### src/rtl/shift_reg_pkg.sv
// ============================================================================
//  Module      : shift_reg_pkg
//  Description : Shared encodings for the universal shift register: operation
//                select codes, burst FSM states and a burst-op classifier.
//  Revision    : 1.0 - initial release
// ============================================================================
`default_nettype none

package shift_reg_pkg;

  // Operation select codes; 3'b110 and 3'b111 behave as hold
  localparam logic [2:0] MODE_HOLD = 3'b000;
  localparam logic [2:0] MODE_LOAD = 3'b001;
  localparam logic [2:0] MODE_SHL  = 3'b010;
  localparam logic [2:0] MODE_SHR  = 3'b011;
  localparam logic [2:0] MODE_ROL  = 3'b100;
  localparam logic [2:0] MODE_ROR  = 3'b101;

  // Burst engine states
  typedef enum logic [1:0] {
    ST_IDLE = 2'b00,
    ST_RUN  = 2'b01,
    ST_DONE = 2'b10
  } state_e;

  // Only the four shift/rotate ops may be repeated by the burst engine
  function automatic logic is_burst_op(input logic [2:0] m);
    return (m == MODE_SHL) || (m == MODE_SHR) ||
           (m == MODE_ROL) || (m == MODE_ROR);
  endfunction

endpackage

`default_nettype wire

### src/rtl/shift_reg_next.sv
// ============================================================================
//  Module      : shift_reg_next
//  Description : Combinational next-state function of the shift register.
//                Shared by the direct (per-clock) path and the burst engine.
//  Revision    : 1.0 - initial release
// ============================================================================
`default_nettype none

module shift_reg_next
  import shift_reg_pkg::*;
#(
  parameter int WIDTH = 4
) (
  input  logic [WIDTH-1:0] q_i,
  input  logic [WIDTH-1:0] d_i,
  input  logic [2:0]       mode_i,
  input  logic             ser_lsb_i,
  input  logic             ser_msb_i,
  output logic [WIDTH-1:0] q_next_o
);

  // Select the new register value for the requested operation
  always_comb begin
    q_next_o = q_i;
    case (mode_i)
      MODE_LOAD: q_next_o = d_i;
      MODE_SHL:  q_next_o = {q_i[WIDTH-2:0], ser_lsb_i};
      MODE_SHR:  q_next_o = {ser_msb_i, q_i[WIDTH-1:1]};
      MODE_ROL:  q_next_o = {q_i[WIDTH-2:0], q_i[WIDTH-1]};
      MODE_ROR:  q_next_o = {q_i[0], q_i[WIDTH-1:1]};
      default:   q_next_o = q_i;
    endcase
  end

endmodule

`default_nettype wire

### src/rtl/univ_shift_reg.sv
// ============================================================================
//  Module      : univ_shift_reg
//  Description : Parametrised universal shift register (hold, load, shift
//                left/right, rotate left/right) with a burst engine that
//                repeats one shift/rotate op COUNT times, reporting busy/done.
//                Optional macro SHIFT_REG_PARITY_EN adds an even-parity output.
//  Revision    : 1.0 - initial release
// ============================================================================
`default_nettype none

module univ_shift_reg
  import shift_reg_pkg::*;
#(
  parameter int WIDTH = 4,
  parameter int CNT_W = 3
) (
  input  logic             clk,
  input  logic             reset_n,
  input  logic [WIDTH-1:0] d,
  input  logic [2:0]       mode,
  input  logic             ser_lsb,
  input  logic             ser_msb,
  input  logic             start,
  input  logic [CNT_W-1:0] count,
  output logic [WIDTH-1:0] q,
  output logic             busy,
  output logic             done
`ifdef SHIFT_REG_PARITY_EN
  ,
  output logic             parity
`endif
);

  localparam logic [CNT_W-1:0] c_cnt_zero = '0;
  localparam logic [CNT_W-1:0] c_cnt_one  = {{(CNT_W-1){1'b0}}, 1'b1};

  state_e           state_q, state_d;
  logic [CNT_W-1:0] step_q, step_d;
  logic [CNT_W-1:0] len_q, len_d;
  logic [2:0]       op_q, op_d;
  logic [WIDTH-1:0] q_q, q_d;
  logic [2:0]       w_eff_mode;

  shift_reg_next #(
    .WIDTH (WIDTH)
  ) u_next (
    .q_i       (q_q),
    .d_i       (d),
    .mode_i    (w_eff_mode),
    .ser_lsb_i (ser_lsb),
    .ser_msb_i (ser_msb),
    .q_next_o  (q_d)
  );

  // Burst FSM: decides which op reaches the datapath and tracks step count
  always_comb begin
    state_d    = state_q;
    step_d     = step_q;
    len_d      = len_q;
    op_d       = op_q;
    w_eff_mode = MODE_HOLD;
    case (state_q)
      ST_IDLE: begin
        if (start) begin
          // The start edge itself never changes q
          if ((count != c_cnt_zero) && is_burst_op(mode)) begin
            len_d   = count;
            op_d    = mode;
            step_d  = c_cnt_zero;
            state_d = ST_RUN;
          end else begin
            state_d = ST_DONE;
          end
        end else begin
          w_eff_mode = mode;
        end
      end
      ST_RUN: begin
        // step_q+1 never exceeds len_q, so the counter cannot wrap
        w_eff_mode = op_q;
        step_d     = step_q + c_cnt_one;
        if (step_d == len_q) begin
          state_d = ST_DONE;
        end
      end
      ST_DONE: begin
        state_d = ST_IDLE;
      end
      default: begin
        state_d = ST_IDLE;
      end
    endcase
  end

  // State, counters and data register with asynchronous clear
  always_ff @(posedge clk or negedge reset_n) begin
    if (!reset_n) begin
      state_q <= ST_IDLE;
      step_q  <= '0;
      len_q   <= '0;
      op_q    <= MODE_HOLD;
      q_q     <= '0;
    end else begin
      state_q <= state_d;
      step_q  <= step_d;
      len_q   <= len_d;
      op_q    <= op_d;
      q_q     <= q_d;
    end
  end

  assign q    = q_q;
  assign busy = (state_q == ST_RUN);
  assign done = (state_q == ST_DONE);

`ifdef SHIFT_REG_PARITY_EN
  assign parity = ^q_q;
`endif

endmodule

`default_nettype wire

### config.mk
export PLATFORM = sky130hd
export DESIGN_NAME = univ_shift_reg
export DESIGN_NICKNAME = d
export VERILOG_FILES = /design/src/rtl/shift_reg_pkg.sv /design/src/rtl/shift_reg_next.sv /design/src/rtl/univ_shift_reg.sv
export SDC_FILE = /design/constraint.sdc
export NUM_CORES = 1
export LEC_CHECK = 0
export ABC_AREA = 1
export CAP_MARGIN = 20
export CORE_MARGIN = 2
export CORE_UTILIZATION = 45
export DETAILED_ROUTE_END_ITERATION = 8
export PLACE_DENSITY = 0.82
export SLEW_MARGIN = 20
export SYNTH_ARGS = -nofsm -noshare
export SYNTH_HDL_FRONTEND = slang
export SYNTH_SLANG_ARGS = --single-unit
### constraint.sdc
create_clock -name clk -period 1.55 [get_ports clk]
set_clock_uncertainty 0.15 [all_clocks]
set_input_delay 0.2325 -clock clk [delete_from_list [all_inputs] [get_ports clk]]
set_output_delay 0.2325 -clock clk [all_outputs]
set_load 0.01 [all_outputs]
==> results.cfg <==
[place]
hpwl_mm = 1.90
dpl_cell_area_um2 = 1370
place_congestion = 0.871
place_ws_ns = -0.318
portBuffers = 20

[yosys]
synthXorXnorAreaFrac_pct = 1.75
ys_types = 20
syn-instance-count = 138
synth_nets = 154
synth-simple-area-share_pct = 44.7
avgSynthCellArea_um2 = 7.24
synth-seq-cells = 15
synthAdderAreaFrac_pct = 1.25
ys.warnings.count = 0
synth_top_family_by_area = simple AND/OR/NAND/NOR gates
synth_compound_area_share_pct = 8.01
syn_area_um2 = 1000
muxShareOfSynthArea_pct = 0
synth.yosys.seq_area_share_pct = 37.5

[grt]
gr-usage-all-layers_pct = 25.2
overflow = 0
grtUsageMet3_pct = 2.63
busiest_layer = met2
met1_usage_pct = 30.5
grt_max_degree = 16
grt_pass1_wl_mm = 4.82
grt_pass1_vias = 1070
met2_usage_pct = 44.6
antenna_found_initial = 0

[timing]
finalWorstSetupSlack_ns = -0.200
rsz0062_at_grt = yes
final.setup.tns_ns = -0.968
fmax_mhz = 571
max_slew_margin_pct = 83.0
slew_violations = 0
hold_viol = 0
setup_violations = 10
worst_pin_slew_ns = 0.253
finalCriticalPeriod_ns = 1.75
timing.final.crit_share_pct = 113

[power_and_ir_drop]
p_sw_share_pct = 47.2
power_frac_comb_pct = 67.7
p_sw_mw = 1.39
p_leak_nw = 0.803
p_int_mw = 1.56
max-vdd-ir-drop_v = 0.00102
p_clk_share_pct = 8.0
seqPwrFrac_pct = 24.3
power_density_nw_per_um2 = 1860

[worst_setup_path]
reg2regPathDepth = 9
reg2reg_slack_ns = -0.20
crit_family = simple AND/OR/NAND/NOR gates
worst_setup_path_start_kind = flip-flop
slowest_stage = dfrtp_2
crit_type = reg2reg
cp_slowest_stage_delay_ns = 0.45
path_buf_inv = 2
critPathCaptureType = flip-flop
worstPathCellList = buf_6 > nor2_4 > nand2_2 > nand2_4 > nand2_2 > buf_4 > o21ai_2 > nand3_2 > nand2_1
cp.depth = 9
crit_fanout = 5
crit_top_cell = nand2_2
critical_path_arrival_ns = 1.82
crit_required_ns = 1.62

[clocking]
path_clk_slew_ns = 0.11
cts_buffers = 3
cts_hold_buffers = 0
cts_tree = done
clock_path_buffers = 2
clk_latency_ns = 0.30
htree_levels = 1
cts_root_buffer = clkbuf_4
clock_sinks = 15

[floorplanning]
start_util_pct = 46.5
core.rowCount = 17
die_area_um2 = 2610
core_area_um2 = 2150
die_h_um = 51.1
fp.dieW_um = 51.1
pin_count = 21

[cells_and_area]
final_nets = 207
drive_above_1_share_pct = 41.1
design_area_um2 = 1590
layout_common_cells = nand2_1 (33), buf_4 (23), dfrtp_1 (14)
syn_to_final_growth_pct = 58.7
antenna_cells = 0
final_common_cell = nand2_1

[outcome]
violations = setup timing
outcome = complete, but fails checks

[routing]
drtIter0Drc = 54
finalWirelength_mm = 3.27
wl_per_cell_um = 15.0
vias_per_cell = 5.26
drc = 0
detailedRoute.firstPassIterationCount = 7
vias = 1146
ant_nets = 0

[flow_run]
maxCapViolations = 0

[min_path]
hp-class = in2async
==> area by class of cell <==
class                           instances  area (um^2)
Multi-Input combinational cell        106          668
Fill cell                             155          562
Timing Repair Buffer                   47          412
Sequential cell                        15          377
Inverter                               18         67.6
Tap cell                               28         35.0
Clock buffer                            3         22.5
Clock inverter                          1         5.00
==> worst reg2reg max path: stages, from the launching register on <==
cell and delay [ns]:
dfrtp_2 0.45, buf_6 0.14, nor2_4 0.18, nand2_2 0.11, nand2_4 0.11, nand2_2 0.07
buf_4 0.15, o21ai_2 0.14, nand3_2 0.10, nand2_1 0.07
==> through the flow <==
stage                     std cells  hold slack (ns)  power [mW]  utilization, %
after floorplan                 138           -0.213        1.63               -
after global placement          204            0.322        2.17            63.8
after detailed placement        204            0.343        2.23            63.8
after CTS                       215           0.0992        2.65            69.9
after global routing            218            0.107        3.15            73.8
final                           218            0.105        2.95            73.8
==> synth_stat cells <==
master / n / area share, %
o21a_1: 1 / 0.75
dfrtp_1: 15 / 38
nand2_2: 6 / 3.8
inv_2: 3 / 1.1
nand2_1: 40 / 15
or2_2: 1 / 0.63
a211oi_1: 1 / 0.75
xnor2_1: 1 / 0.88
nand2_4: 2 / 2.3
nand3_1: 9 / 4.5
inv_1: 15 / 5.6
o21ai_0: 13 / 6.5
nand3b_1: 4 / 3.0
ha_1: 1 / 1.3
nor2_1: 14 / 5.3
nand2_8: 1 / 2.0
xor2_1: 1 / 0.88
nor2_2: 4 / 2.5
nor2_4: 4 / 4.5
nand4_1: 2 / 1.3
==> what timing repair did <==
| action | in CTS | in global routing |
|---|---|---|
| setup buffers | 6 | 3 |
| pin swaps | 14 | 15 |
| cloned | 1 | 0 |
| endpoints found under the setup margin | 11 | 17 |
| resized for setup | 29 | 25 |
==> routing by layer <==
layer | share of wire [%] | up-vias | wire [um]
li1 | - | 540 | -
met1 | 39 | 541 | 1280
met2 | 51 | 50 | 1660
met3 | 6.7 | 15 | 220
met4 | 3.6 | 0 | 119
met5 | 0 | - | 0
==> cell families (layout without fill, tap and decap cells) <==
group | after synthesis | count (layout)
AOI/OAI and AO/OA | 15 | 15
DFF | 15 | 15
xor gates and xnor gates | 2 | 2
adders and majority gates | 1 | 1
buffers and inverters | 18 | 69
and+or+nand+nor | 87 | 88
==> sequential cells by signal, indices dropped and copies added, names as in the netlist <==
register and cells:
state_q 2, len_q 3, op_q 3, q 4, step_q 3
==> path summary, 6_finish.rpt <==
kind	start	to
worst min-delay path	reset_n	op_q[0]$_DFFE_PN0P_
worst max-delay path	state_q[0]$_DFFE_PN0P_	q[1]$_DFFE_PN0P_
worst min register to register	step_q[2]$_DFFE_PN0P_	step_q[2]$_DFFE_PN0P_
worst max register to register	state_q[0]$_DFFE_PN0P_	q[1]$_DFFE_PN0P_
max in group asynchronous	reset_n	op_q[2]$_DFFE_PN0P_
min in group clk	mode[0]	op_q[0]$_DFFE_PN0P_
==> power groups by stage <==
stage	Combinational, mW	Clock, mW	Sequential [mW]
5_1_grt	2.16	0.255	0.738
4_1_cts	1.72	0.235	0.702
6_report	2.00	0.238	0.718
3_3_place_gp	1.44	0	0.729
2_1_floorplan	0.898	0	0.736
3_5_place_dp	1.49	0	0.737
(Power assumes the default switching activity.)
